--- src/rtl/instr_deserializer_pkg.sv ---
// Shared widths, frame layout and lane encoding for the instruction deserializer.
// The frame is shifted in MSB first: opcode, key_addr, text_addr, dest_addr.
`timescale 1ns/1ps
package instr_deserializer_pkg;

    localparam int ADDRW      = 24;
    localparam int OPCODEW    = 2;
    localparam int INSTRW     = 3*ADDRW + OPCODEW;
    localparam int OP_SEL_BIT = 0;
    localparam int CNTW       = $clog2(INSTRW + 1);

    typedef enum logic {
        LANE_AES = 1'b0,
        LANE_SHA = 1'b1
    } lane_e;

    typedef enum logic [1:0] {
        ST_IDLE  = 2'd0,
        ST_SHIFT = 2'd1,
        ST_DONE  = 2'd2
    } state_e;

    typedef struct packed {
        logic [OPCODEW-1:0] opcode;
        logic [ADDRW-1:0]   key_addr;
        logic [ADDRW-1:0]   text_addr;
        logic [ADDRW-1:0]   dest_addr;
    } frame_t;

    function automatic lane_e frame_lane(input frame_t f);
        return lane_e'(f.opcode[OP_SEL_BIT]);
    endfunction

endpackage

--- src/rtl/instr_deserializer_sync_edge.sv ---
// Brings the asynchronous SPI pins into clk with 2-FF synchronizers and
// flags the rising edge of the synchronized sclk.
`timescale 1ns/1ps
module spi_sync_edge (
    input  logic clk,
    input  logic rst,
    input  logic sclk,
    input  logic cs_n,
    input  logic mosi,
    output logic sclk_rise,
    output logic cs_n_sync,
    output logic mosi_sync
);

    logic [2:0] sclk_q;
    logic [1:0] cs_q;
    logic [1:0] mosi_q;

    // Presets match an idle bus: sclk low, chip select deasserted.
    always_ff @(posedge clk) begin
        if (rst) begin
            sclk_q <= 3'b000;
            cs_q   <= 2'b11;
            mosi_q <= 2'b00;
        end else begin
            sclk_q <= {sclk_q[1:0], sclk};
            cs_q   <= {cs_q[0], cs_n};
            mosi_q <= {mosi_q[0], mosi};
        end
    end

    assign sclk_rise = sclk_q[1] & ~sclk_q[2];
    assign cs_n_sync = cs_q[1];
    assign mosi_sync = mosi_q[1];

endmodule

--- src/rtl/instr_deserializer.sv ---
// SPI mode-0 slave that assembles one instruction frame and offers it to the
// request queue from a one-entry holding register.
//
// state | meaning
// IDLE  | waiting for chip select to fall
// SHIFT | shifting frame bits on each sclk rise
// DONE  | frame complete, waiting for chip select to rise
`timescale 1ns/1ps
module instr_deserializer
    import instr_deserializer_pkg::*;
(
    input  logic               clk,
    input  logic               rst,
    input  logic               spi_sclk,
    input  logic               spi_cs_n,
    input  logic               spi_mosi,
    input  logic               ready_in_aes,
    input  logic               ready_in_sha,
    output logic               valid_out,
    output logic [OPCODEW-1:0] opcode,
    output logic [ADDRW-1:0]   key_addr,
    output logic [ADDRW-1:0]   text_addr,
    output logic [ADDRW-1:0]   dest_addr,
    output logic               frame_drop,
    output logic               frame_err,
    output logic               busy
);

    logic sclk_rise;
    logic cs_n_sync;
    logic mosi_sync;

    spi_sync_edge u_sync (
        .clk       (clk),
        .rst       (rst),
        .sclk      (spi_sclk),
        .cs_n      (spi_cs_n),
        .mosi      (spi_mosi),
        .sclk_rise (sclk_rise),
        .cs_n_sync (cs_n_sync),
        .mosi_sync (mosi_sync)
    );

    state_e            state, state_nxt;
    logic [CNTW-1:0]   count, count_nxt;
    logic [INSTRW-1:0] shreg, shreg_nxt;
    logic              complete, complete_nxt;
    logic              err, err_nxt;
    logic              extra_seen, extra_nxt;
    logic [1:0]        settle_cnt;
    logic              armed;

    // The synchronizers come out of reset preset to idle, so cs_n only counts
    // once a genuine high has been sampled; a chip select that was already low
    // across reset cannot start a frame.
    always_ff @(posedge clk) begin
        if (rst) begin
            settle_cnt <= 2'd0;
            armed      <= 1'b0;
        end else begin
            if (settle_cnt != 2'd2)
                settle_cnt <= settle_cnt + 2'd1;
            if (settle_cnt == 2'd2 && cs_n_sync)
                armed <= 1'b1;
        end
    end

    always_ff @(posedge clk) begin
        if (rst) begin
            state      <= ST_IDLE;
            count      <= '0;
            shreg      <= '0;
            complete   <= 1'b0;
            err        <= 1'b0;
            extra_seen <= 1'b0;
        end else begin
            state      <= state_nxt;
            count      <= count_nxt;
            shreg      <= shreg_nxt;
            complete   <= complete_nxt;
            err        <= err_nxt;
            extra_seen <= extra_nxt;
        end
    end

    always_comb begin
        state_nxt    = state;
        count_nxt    = count;
        shreg_nxt    = shreg;
        complete_nxt = 1'b0;
        err_nxt      = 1'b0;
        extra_nxt    = extra_seen;
        case (state)
            ST_IDLE: begin
                if (armed && !cs_n_sync) begin
                    state_nxt = ST_SHIFT;
                    count_nxt = '0;
                end
            end
            ST_SHIFT: begin
                if (cs_n_sync) begin
                    state_nxt = ST_IDLE;
                    err_nxt   = (count != '0);
                    count_nxt = '0;
                end else if (sclk_rise) begin
                    shreg_nxt = {shreg[INSTRW-2:0], mosi_sync};
                    count_nxt = count + CNTW'(1);
                    if (count == CNTW'(INSTRW - 1)) begin
                        state_nxt    = ST_DONE;
                        complete_nxt = 1'b1;
                        extra_nxt    = 1'b0;
                    end
                end
            end
            ST_DONE: begin
                // Overrun bits are reported once but the completed frame stands.
                if (cs_n_sync) begin
                    state_nxt = ST_IDLE;
                    count_nxt = '0;
                end else if (sclk_rise && !extra_seen) begin
                    err_nxt   = 1'b1;
                    extra_nxt = 1'b1;
                end
            end
            default: begin
                state_nxt = ST_IDLE;
                count_nxt = '0;
            end
        endcase
    end

    frame_t hold;
    logic   hold_valid;
    logic   drop;
    logic   sel_ready;
    logic   drain;

    assign sel_ready = (frame_lane(hold) == LANE_SHA) ? ready_in_sha : ready_in_aes;
    assign drain     = hold_valid && sel_ready;

    always_ff @(posedge clk) begin
        if (rst) begin
            hold       <= '0;
            hold_valid <= 1'b0;
            drop       <= 1'b0;
        end else begin
            drop <= 1'b0;
            if (complete) begin
                if (!hold_valid || drain) begin
                    hold       <= shreg;
                    hold_valid <= 1'b1;
                end else begin
                    drop <= 1'b1;
                end
            end else if (drain) begin
                hold_valid <= 1'b0;
            end
        end
    end

    assign valid_out  = hold_valid;
    assign opcode     = hold.opcode;
    assign key_addr   = hold.key_addr;
    assign text_addr  = hold.text_addr;
    assign dest_addr  = hold.dest_addr;
    assign frame_drop = drop;
    assign frame_err  = err;
    assign busy       = ~cs_n_sync;

endmodule

--- config.mk ---
export PLATFORM = sky130hd
export DESIGN_NAME = instr_deserializer
export DESIGN_NICKNAME = d
export VERILOG_FILES = /design/src/rtl/instr_deserializer_pkg.sv /design/src/rtl/instr_deserializer_sync_edge.sv /design/src/rtl/instr_deserializer.sv
export SDC_FILE = /design/constraint.sdc
export NUM_CORES = 1
export LEC_CHECK = 0
export BUFFER_PORTS_ARGS = -buffer_cell sky130_fd_sc_hd__buf_2
export CAP_MARGIN = 20
export CORE_AREA = 2 2 109 111
export CTS_CLUSTER_DIAMETER = 60
export CTS_CLUSTER_SIZE = 40
export DETAILED_ROUTE_END_ITERATION = 10
export DIE_AREA = 0 0 111 113
export GPL_TIMING_DRIVEN = 0
export PLACE_DENSITY = 0.73
export SYNTH_ARGS = -nofsm -noshare
export SYNTH_HDL_FRONTEND = slang
export SYNTH_HIERARCHICAL = 1
export SYNTH_SLANG_ARGS = --single-unit
--- constraint.sdc ---
create_clock -name clk -period 3.2 [get_ports clk]
set_input_delay 0.16 -clock clk [delete_from_list [all_inputs] [get_ports clk]]
set_output_delay 0.16 -clock clk [all_outputs]
set_load 0.02 [all_outputs]
==> out/metrics.yaml, run 1 <==
global_route:
  grt_pass1_vias: 4908
  overflow: 0
  grt_pass1_wl_mm: 22.0
  antenna_found_initial: 0
  grt_util_all_layers_pct: 21.2
  grt_max_degree: 17
die:
  coreArea_mm2: 0.0113
  die_width_um: 111
  die_h_um: 113
  rows: 39
  start_util_pct: 54.5
  die_area_mm2: 0.0125
  io_pins: 85
timing:
  slew_violations: 0
  finalCriticalPeriod_ps: 1890
  timing.setup.tns_ps: 0
  tightest_slew_ps: 622
  hold_viol_final: 0
  setup_viol: 0
  worst_hold_slack_ps: 158
  rsz0062_at_grt: "false"
  skew_ps: 11.3
  max_freq_ghz: 0.530
  setup_slack_ps: 1310
  slew_headroom_pct: 58.5
  layout_worst_path_cycle_share_pct: 59.0
setup_path:
  cp.arrival_ps: 2240
  path_common_cell: "buf_2"
  critical_path_required_ps: 3550
  critPathBufInv: 2
  crit_path_max_fanout: 10
  crit_type: "reg -> reg"
  path_cells: "mux2i_1 > a21o_1 > buf_2 > buf_2 > nand2_1 > a21oi_1"
  crit_family: "buffers and inverters"
  setup.worst_path.end_class: "flop"
  max_stage_delay_ps: 430
  cp-start-kind: "flop"
  slowest_stage: "mux2i_1"
clocking:
  path_clk_slew_ps: 60
  cts_resized: 0
  tritoncts: "yes"
  ctsLongestPathBuffers: 2
  clock_sinks: 172
  numCtsBuffers: 17
  cts_htree_levels: 4
  cts-root-buf: "clkbuf_16"
  clk_latency_ps: 430
logic_synthesis:
  synth_edf_count: 0
  synth.distinct_cells: 37
  synth_fp_nets: 777
  seq_area_frac_synth_pct: 56.1
  syn_area_per_cell_um2: 8.06
  synth_top_family_by_area: "simple AND/OR/NAND/NOR gates"
  synthAdderAreaFrac_pct: 1.63
  synth-compound-area-share_pct: 14.6
  syn_inst: 762
  synth_simple_gate_area_share_pct: 22.5
  synth-main-ff-cell: "dfxtp_1"
  muxShareOfSynthArea_pct: 0.652
  yosysWarnings: 6
  syn_area_mm2: 0.00614
  synthXorXnorAreaFrac_pct: 0.143
  ys_ff_latch: 172
  async_flop_share_pct: 0
placement:
  dpl.hpwl_mm: 9.09
  dp_cells: 989
  io_buffer_count: 84
  pre_cts_ws_ps: 1320
  place_area_mm2: 0.00674
  gp_congestion: 0.792
flow_run:
  maxCapViolations: 0
power_and_ir_drop:
  power_leakage_nw: 2.80
  cellPowerDensity_mw_per_mm2: 607
  ir_drop_v: 0.000449
run_status:
  status: "complete, no violations"
final_layout:
  seq_area_mm2: 0.00344
  fin_area_mm2: 0.00739
  fillers: 950
  nNetsFinal: 886
  mostFrequentLayoutCell: "nand2_1"
  fin_cells: 1027
  layout_common_cells: "303 x nand2_1, 172 x dfxtp_1, 158 x a21oi_1"
  antenna_cells: 0
  area_delta_synth_final_pct: 20.2
  drive_above_1_share_pct: 16.6
  multi_input_area_mm2: 0.00242
route:
  first_pass_iters: 4
  vias: 5249
  drc: 0
  ant_nets: 0
  wirelength_mm: 13.1
  drtIter0Drc: 252
  wl_per_cell_um: 12.7
  vias_per_cell: 5.11
hold_path:
  hold_class: "in -> reg"
-- metrics by stage --
| stage | power [W] | util (%) |
|---|---|---|
| 2_1_floorplan | 0.00244 | - |
| 3_3_place_gp | 0.00249 | 59.8 |
| 3_5_place_dp | 0.00250 | 59.8 |
| 4_1_cts | 0.00451 | 65.5 |
| 5_1_grt | 0.00465 | 65.5 |
| 6_report | 0.00449 | 65.5 |
-- path summary, 6_finish.rpt --
path                            cells past startpoint                 startpoint                         to  slack, ps
worst max-delay path                                6     opcode[0]$_SDFFE_PP0P_  text_addr[8]$_SDFFE_PP0P_       1310
worst min-delay path                                4               ready_in_aes      frame_drop$_SDFF_PP0_        160
worst max register to register                      6     opcode[0]$_SDFFE_PP0P_  text_addr[8]$_SDFFE_PP0P_       1310
worst min register to register                      1  u_sync/cs_q[0]$_SDFF_PP1_  u_sync/cs_q[1]$_SDFF_PP1_        410
-- worst reg2reg max path, cell delays in order (launching register included) --
cell and delay [ps]:
dfxtp_1 400, mux2i_1 430, a21o_1 200, buf_2 260, buf_2 260, nand2_1 80, a21oi_1 180
-- layer usage --
| metal | GRT usage [%] | vias up | routed length [um] | part of all wire, % |
|---|---|---|---|---|
| met1 | 27.2 | 2425 | 6080 | 47 |
| met2 | 35.3 | 110 | 6280 | 48 |
| li1 | - | 2695 | - | - |
| met3 | 5.46 | 19 | 529 | 4.1 |
| met5 | 0 | - | 0 | 0 |
| met4 | 7.00 | 0 | 167 | 1.3 |
-- power breakdown --
group | switching (W) | internal (W) | leakage, nW
logic | 0.000169 | 0.0000992 | 1.13
registers | 0.0000237 | 0.00217 | 1.39
clock network | 0.000886 | 0.00114 | 0.285
total | 0.00108 | 0.00341 | 2.80
-- what timing repair did --
action / CTS / global route
endpoints found under the hold margin: 5 / 0
hold buffers: 6 / 0
setup buffers: 0 / 0
-- cells in the mapped netlist (2+ instances only) --
cell | instances | area [um^2]
a21oi_1 | 158 | 791
buf_2 | 27 | 135
clkbuf_1 | 22 | 82.6
dfxtp_1 | 172 | 3440
ha_1 | 8 | 100
inv_1 | 9 | 33.8
mux2i_1 | 4 | 40.0
nand2_1 | 303 | 1140
nand3_1 | 7 | 35.0
nand3b_1 | 2 | 15.0
nor2_1 | 7 | 26.3
nor2b_1 | 7 | 43.8
nor3_1 | 3 | 15.0
nor4_1 | 2 | 12.5
o21a_1 | 2 | 15.0
o21ai_0 | 3 | 15.0
o31ai_1 | 3 | 22.5
or2_1 | 2 | 12.5
or4_1 | 3 | 22.5
-- sequential cells by signal, summed over array words and instances (netlist names) --
register / cells
armed: 1
complete: 1
count: 7
dest_addr: 24
extra_seen: 1
frame_drop: 1
frame_err: 1
key_addr: 24
opcode: 2
settle_cnt: 2
shreg: 74
state: 2
text_addr: 24
u_sync/cs_q: 2
u_sync/mosi_q: 2
u_sync/sclk_q: 3
valid_out: 1
-- cell families (layout without fill, tap and decap cells) --
family / after synthesis / after routing
and+or+nand+nor: 344 / 344
AOI/OAI and AO/OA: 172 / 172
DFF: 172 / 172
buffers and inverters: 61 / 183
adders and majority gates: 8 / 8
muxes: 4 / 4
xor gates and xnor gates: 1 / 1
-- area by class of cell --
type	instances	area share, %
clock inverter	12	1.73
inverter	10	0.508
tap	143	2.42
buffer	51	3.20
multi-input combinational	529	32.8
sequential	172	46.6
timing repair buffer	90	6.51
clock buffer	20	6.18
Power figures use the tool's default switching activity.
==> inputs of run 2 (changes only) <==
CORE_AREA = 2 2 113 115   (was 2 2 109 111)
DIE_AREA = 0 0 115 117   (was 0 0 111 113)
PLACE_DENSITY = 0.71   (was 0.73)
clock period = 1.7 ns   (was 3.2 ns; I/O delays follow)
==> run 2 against run 1 <==
Cell count rose by 0.88%; largest power group unchanged; largest cell class unchanged; first-iteration DRC count increased by 26%; the flow now finishes with violations (negative setup slack); combinational power grew 120%; sequential share of layout area decreased by 1.1 points.
==> out/metrics.yaml, run 2 (synthesis gave the netlist of run 1 again) <==
power_and_ir_drop:
  switching_share_pct: 23.1  # was 24.0%
  clockPowerShare_pct: 45.6  # was 45.1%
  comb_power_share_pct: 6.8  # was 6.0%
  ir_drop_v: 0.000751  # was 0.000449 V
  seqPwrFrac_pct: 47.6  # was 49.0%
  power_leakage_nw: 2.84  # was 2.80 nW
  p_switching_w: 0.00201  # was 0.00108 W
  cellPowerDensity_mw_per_mm2: 1150  # was 607 mW/mm^2
  internal_power_w: 0.00669  # was 0.00341 W
global_route:
  grt.busiest_layer: "met2"  # unchanged
  overflow: 0  # unchanged
  grtUsageMet1_pct: 26.2  # was 27.2%
  antenna_found_initial: 0  # unchanged
  grt_use_met2_pct: 31.5  # was 35.3%
  grt_util_all_layers_pct: 20.1  # was 21.2%
  grt_pass1_wl_mm: 21.3  # was 22.0 mm
  grt_use_met3_pct: 4.07  # was 5.46%
  grt_pass1_vias: 4678  # was 4,908
  grt_max_degree: 17  # unchanged
die:
  rows: 41  # was 39
  die_h_um: 117  # was 113 um
  coreArea_mm2: 0.0123  # was 0.0113 mm^2
  die_width_um: 115  # was 111 um
  die_area_mm2: 0.0135  # was 0.0125 mm^2
  io_pins: 85  # unchanged
  start_util_pct: 49.9  # was 54.5%
final_layout:
  nNetsFinal: 888  # was 886
  drive_above_1_share_pct: 18.7  # was 16.6%
  antenna_cells: 0  # unchanged
  top_register: "shreg"  # unchanged
  layout_common_cells: "303 x nand2_1, 169 x dfxtp_1, 157 x a21oi_1"  # was 303 x nand2_1, 172 x dfxtp_1, 158 x a21oi_1
  area_delta_synth_final_pct: 23.3  # was 20.2%
  mostFrequentLayoutCell: "nand2_1"  # unchanged
  seq_area_mm2: 0.00345  # was 0.00344 mm^2
  fillers: 1138  # was 950
  largest_reg_flops: 74  # unchanged
  multi_input_area_mm2: 0.00251  # was 0.00242 mm^2
  utilization_pct: 61.5  # was 65.5%
  fin_cells: 1036  # was 1,027
timing:
  max_freq_ghz: 0.585  # was 0.530 GHz
  tightest_slew_ps: 603  # was 622 ps
  hold_viol_final: 0  # unchanged
  rsz0062_at_grt: "true"  # was false
  setup_viol: 1  # was 0
  layout_worst_path_cycle_share_pct: 100  # was 59.0%
  slew_headroom_pct: 59.8  # was 58.5%
  finalCriticalPeriod_ps: 1710  # was 1890 ps
  timing.setup.tns_ps: -8.38  # was 0 ps
  slew_violations: 0  # unchanged
  setup_slack_ps: -8.38  # was 1310 ps
  skew_ps: 9.17  # was 11.3 ps
route:
  vias_per_cell: 5.04  # was 5.11
  ant_nets: 0  # unchanged
  vias: 5223  # was 5,249
  first_pass_iters: 5  # was 4
  wirelength_mm: 13.1  # about the same
  drtIter0Drc: 317  # was 252
  drc: 0  # unchanged
  wl_per_cell_um: 12.6  # was 12.7 um
placement:
  dp_cells: 996  # was 989
  gp_congestion: 0.833  # was 0.792
  pre_cts_ws_ps: -155  # was 1320 ps
  io_buffer_count: 84  # unchanged
  dpl.hpwl_mm: 8.58  # was 9.09 mm
clocking:
  cts-root-buf: "clkbuf_16"  # unchanged
  tritoncts: "yes"  # unchanged
  path_clk_slew_ps: 60  # about the same
  ctsLongestPathBuffers: 2  # unchanged
  clk_latency_ps: 430  # about the same
  clock_sinks: 172  # unchanged
  numCtsBuffers: 17  # unchanged
  cts_htree_levels: 4  # unchanged
hold_path:
  hold_class: "in -> reg"  # unchanged
  min_from: "ready_in_aes"  # unchanged
  min_path_cells: 4  # unchanged
  hold_end: "frame_drop$_SDFF_PP0_"  # unchanged
setup_path:
  cp-start-kind: "flop"  # unchanged
  setup.worst_path.end_class: "flop"  # unchanged
  critical_path_required_ps: 2060  # was 3550 ps
  slowest_stage: "or4_4"  # was mux2i_1
  crit_path_max_fanout: 10  # unchanged
  cp.arrival_ps: 2070  # was 2240 ps
  max_stage_delay_ps: 490  # was 430 ps
  path_common_cell: "inv_1"  # was buf_2
  rr_worst_depth: 7  # was 6
  timing.rr.end: "count[2]$_SDFFE_PP0P_"  # was text_addr[8]$_SDFFE_PP0P_
  path_cells: "inv_1 > ha_1 > inv_1 > nor2_1 > buf_4 > or4_4 > a21oi_2"  # was mux2i_1 > a21o_1 > buf_2 > buf_2 > nand2_1 > a21oi_1
  timing.rr.start: "state[0]$_SDFFE_PP0P_"  # was opcode[0]$_SDFFE_PP0P_
  r2r_slack_ps: -8  # was 1310 ps
  crit_type: "reg -> reg"  # unchanged
run_status:
  status: "complete, but fails checks"  # was complete, no violations
  violations: "negative setup slack"
flow_run:
  maxCapViolations: 0  # unchanged
run 2: cell count changes in the layout (fill, tap and decap cells not counted), sizes merged:
cell / delta
clkinvlp: +3
clkinv: -1
dlygate4sd3: +1
buf: -5
bufinv: +2
clkbuf: +5
inv: -3
run 2: stage by stage:
stage | power (W) | instance area, um^2 | hold slack (ps)
2_1_floorplan | 0.00459 | 6140 | 157
3_3_place_gp | 0.00469 | 6750 | 264
3_5_place_dp | 0.00470 | 6750 | 267
4_1_cts | 0.00870 | 7480 | 4.60
5_1_grt | 0.00904 | 7570 | 16.2
6_report | 0.00871 | 7570 | 5.39
run 2: how the worst max path moves through the flow:
stage | start | end | slack, ps | cells after the start
global placement | state[1]$_SDFFE_PP0P_ | count[5]$_SDFFE_PP0P_ | -100 | 7
detailed placement | state[1]$_SDFFE_PP0P_ | count[5]$_SDFFE_PP0P_ | -150 | 7
CTS | u_sync/sclk_q[1]$_SDFF_PP0_ | shreg[65]$_SDFFE_PP0P_ | 10 | 7
finish | state[0]$_SDFFE_PP0P_ | count[2]$_SDFFE_PP0P_ | -8 | 7
global route | state[0]$_SDFFE_PP0P_ | count[2]$_SDFFE_PP0P_ | -90 | 7
floorplan | state[1]$_SDFFE_PP0P_ | count[2]$_SDFFE_PP0P_ | 50 | 7
run 2: power by group through the flow:
stage / Clock [W] / Sequential, W / Combinational, W
CTS: 0.00402 / 0.00414 / 0.000530
global route: 0.00421 / 0.00415 / 0.000671
detailed placement: 0 / 0.00422 / 0.000478
global placement: 0 / 0.00422 / 0.000471
finish: 0.00397 / 0.00415 / 0.000589
floorplan: 0 / 0.00421 / 0.000373
run 2: layer usage:
metal | share of wire, % | vias up | routed length, um
met5 | 0 | - | 0
met4 | 2.2 | 0 | 294
met3 | 3.5 | 23 | 464
met2 | 47 | 88 | 6130
met1 | 47 | 2406 | 6200
li1 | - | 2706 | -
run 2: repair_timing:
action	in CTS	in global routing
setup endpoints to repair	8	135
pin swaps	0	2
hold buffers	7	0
resized for setup	12	40
buffers inserted	0	1
hold endpoints to repair	7	0
run 2: worst max-delay path: cells and delay by family, from the launching register on:
kind                     cells  cell delay [ps]
AND/OR/NAND/NOR              2              570
flip-flops                   1              360
buffers and inverters        3              360
adder cells (fa/ha/maj)      1              220
AO/OA/AOI/OAI                1              140
run 2: final cells by class:
cell class / count / area share (%)
clock inverters: 13 / 2.18
well taps: 150 / 2.48
inverters: 10 / 0.496
repair buffers: 92 / 6.58
flip-flops and latches: 172 / 45.5
multi-input cells: 529 / 33.1
plain buffers: 51 / 3.77
clock buffers: 19 / 5.85
==> inputs of run 3 (changes only) <==
HOLD_SLACK_MARGIN = 0.03   (was default)
==> run 3 against run 2 <==
Critical path depth stayed put; the flow still finishes with violations (negative setup slack); maximum frequency is 0.10% lower; first-iteration DRC count is 7.6% lower; largest power group unchanged; sequential share of layout area is 0.060 points lower; largest cell class unchanged; routed wire length is 0.21% lower; hold slack better by 25 ps.
==> out/metrics.yaml, run 3 (synthesis gave the netlist of run 1 again) <==
run_status:
  status: "complete, but fails checks"  # unchanged
  violations: "negative setup slack"  # unchanged
setup_path:
  crit_path_max_fanout: 10  # unchanged
  critical_path_required_ps: 2060  # about the same
  crit_type: "reg -> reg"  # unchanged
  setup.worst_path.end_class: "flop"  # unchanged
  cp.arrival_ps: 2070  # about the same
  cp-startpoint: "state[0]$_SDFFE_PP0P_"  # unchanged
  cp-start-kind: "flop"  # unchanged
  timing.rr.start: "state[0]$_SDFFE_PP0P_"  # unchanged
global_route:
  grt_pass1_vias: 4685  # was 4,678
  overflow: 0  # unchanged
  antenna_found_initial: 0  # unchanged
  grt_util_all_layers_pct: 20.1  # about the same
  grt_max_degree: 17  # unchanged
  grt_pass1_wl_mm: 21.3  # about the same
placement:
  gp_congestion: 0.833  # unchanged
  pre_cts_ws_ps: -155  # unchanged
  dpl.hpwl_mm: 8.58  # unchanged
  io_buffer_count: 84  # unchanged
timing:
  rsz0062_at_grt: "true"  # unchanged
  max_freq_ghz: 0.585  # about the same
  layout_worst_path_cycle_share_pct: 101  # was 100%
  skew_ps: 6.52  # was 9.17 ps
  finalCriticalPeriod_ps: 1710  # about the same
  hold_viol_final: 0  # unchanged
  setup_slack_ps: -10.1  # was -8.38 ps
  tightest_slew_ps: 594  # was 603 ps
  slew_violations: 0  # unchanged
  setup_viol: 1  # unchanged
  slew_headroom_pct: 60.4  # was 59.8%
final_layout:
  utilization_pct: 61.6  # was 61.5%
  nNetsFinal: 889  # was 888
  mostFrequentLayoutCell: "nand2_1"  # unchanged
  layout_common_cells: "303 x nand2_1, 169 x dfxtp_1, 157 x a21oi_1"  # unchanged
  largest_reg_flops: 74  # unchanged
  drive_above_1_share_pct: 18.7  # about the same
  area_delta_synth_final_pct: 23.5  # was 23.3%
  antenna_cells: 0  # unchanged
  top_register: "shreg"  # unchanged
flow_run:
  maxCapViolations: 0  # unchanged
die:
  coreArea_mm2: 0.0123  # unchanged
  rows: 41  # unchanged
  die_width_um: 115  # unchanged
  io_pins: 85  # unchanged
  start_util_pct: 49.9  # unchanged
  die_h_um: 117  # unchanged
  die_area_mm2: 0.0135  # unchanged
power_and_ir_drop:
  ir_drop_v: 0.000745  # was 0.000751 V
  power_leakage_nw: 2.85  # was 2.84 nW
  cellPowerDensity_mw_per_mm2: 1150  # about the same
route:
  vias: 5212  # was 5,223
  wirelength_mm: 13.1  # about the same
  ant_nets: 0  # unchanged
  drtIter0Drc: 293  # was 317
  vias_per_cell: 5.03  # was 5.04
  first_pass_iters: 4  # was 5
  drc: 0  # unchanged
  wl_per_cell_um: 12.6  # about the same
clocking:
  path_clk_slew_ps: 60  # about the same
  clk_latency_ps: 430  # about the same
  ctsLongestPathBuffers: 2  # unchanged
  tritoncts: "yes"  # unchanged
  numCtsBuffers: 17  # unchanged
  cts-root-buf: "clkbuf_16"  # unchanged
  clock_sinks: 172  # unchanged
  cts_htree_levels: 4  # unchanged
hold_path:
  hold_class: "in -> reg"  # unchanged
  min_from: "ready_in_sha"  # was ready_in_aes
run 3: cell types whose count changed in the layout (fill, tap and decap cells not counted), sizes merged:
cell | previous run | this run
dlygate4sd3 | 7 | 8
run 3: layer usage:
layer  up-vias  share of wire [%]  routed length (um)  track usage, %
met5         -                  0                   0               0
met4         0                2.1                 274            10.9
met3        21                3.4                 442            4.07
met2        87                 47                6110            31.5
met1      2395                 48                6240            26.2
li1       2709                  -                   -               -
run 3: final timing paths:
check / endpoint / slack [ps] / depth (start not counted)
min reg2reg: u_sync/cs_q[1]$_SDFF_PP1_ / 410 / 1
min: frame_drop$_SDFF_PP0_ / 30 / 4
max reg2reg: count[2]$_SDFFE_PP0P_ / -10 / 7
max: count[2]$_SDFFE_PP0P_ / -10 / 7
run 3: timing repair:
action,4_1_cts,5_1_grt
pin swaps,0,2
resized for setup,12,40
endpoints found under the setup margin,8,135
hold buffers,8,0
hold endpoints to repair,9,0
setup buffers,0,1
run 3: final cells by class:
cell class / count / area (um^2)
clock buffers: 19 / 443
repair buffers: 93 / 508
clock inverters: 13 / 165
multi-input cells: 529 / 2510
well taps: 150 / 188
inverters: 10 / 37.5
plain buffers: 51 / 285
fillers: 1138 / 4730
flip-flops and latches: 172 / 3450
run 3: per-stage QoR:
stage	area (um^2)	cells	setup TNS, ps	total power (W)	hold WS [ps]
finish	7580	1037	-10.1	0.00871	30.5
global route	7580	1037	-194	0.00904	38.6
CTS	7490	1036	0	0.00870	38.9
detailed placement	6750	996	-604	0.00470	267
global placement	6750	996	-361	0.00469	264
floorplan	6140	762	0	0.00459	157
run 3: power by group:
group / internal (W) / total [W] / leakage (nW) / switching [W]
registers: 0.00410 / 0.00415 / 1.39 / 0.0000485
logic: 0.000236 / 0.000593 / 1.17 / 0.000357
clock network: 0.00236 / 0.00396 / 0.286 / 0.00161
run 3: worst max-delay path, stage by stage (launching register included):
cell	delay, ps
dfxtp_4	360
inv_1	70
ha_1	220
inv_1	100
nor2_1	80
buf_4	190
or4_4	490
a21oi_2	140
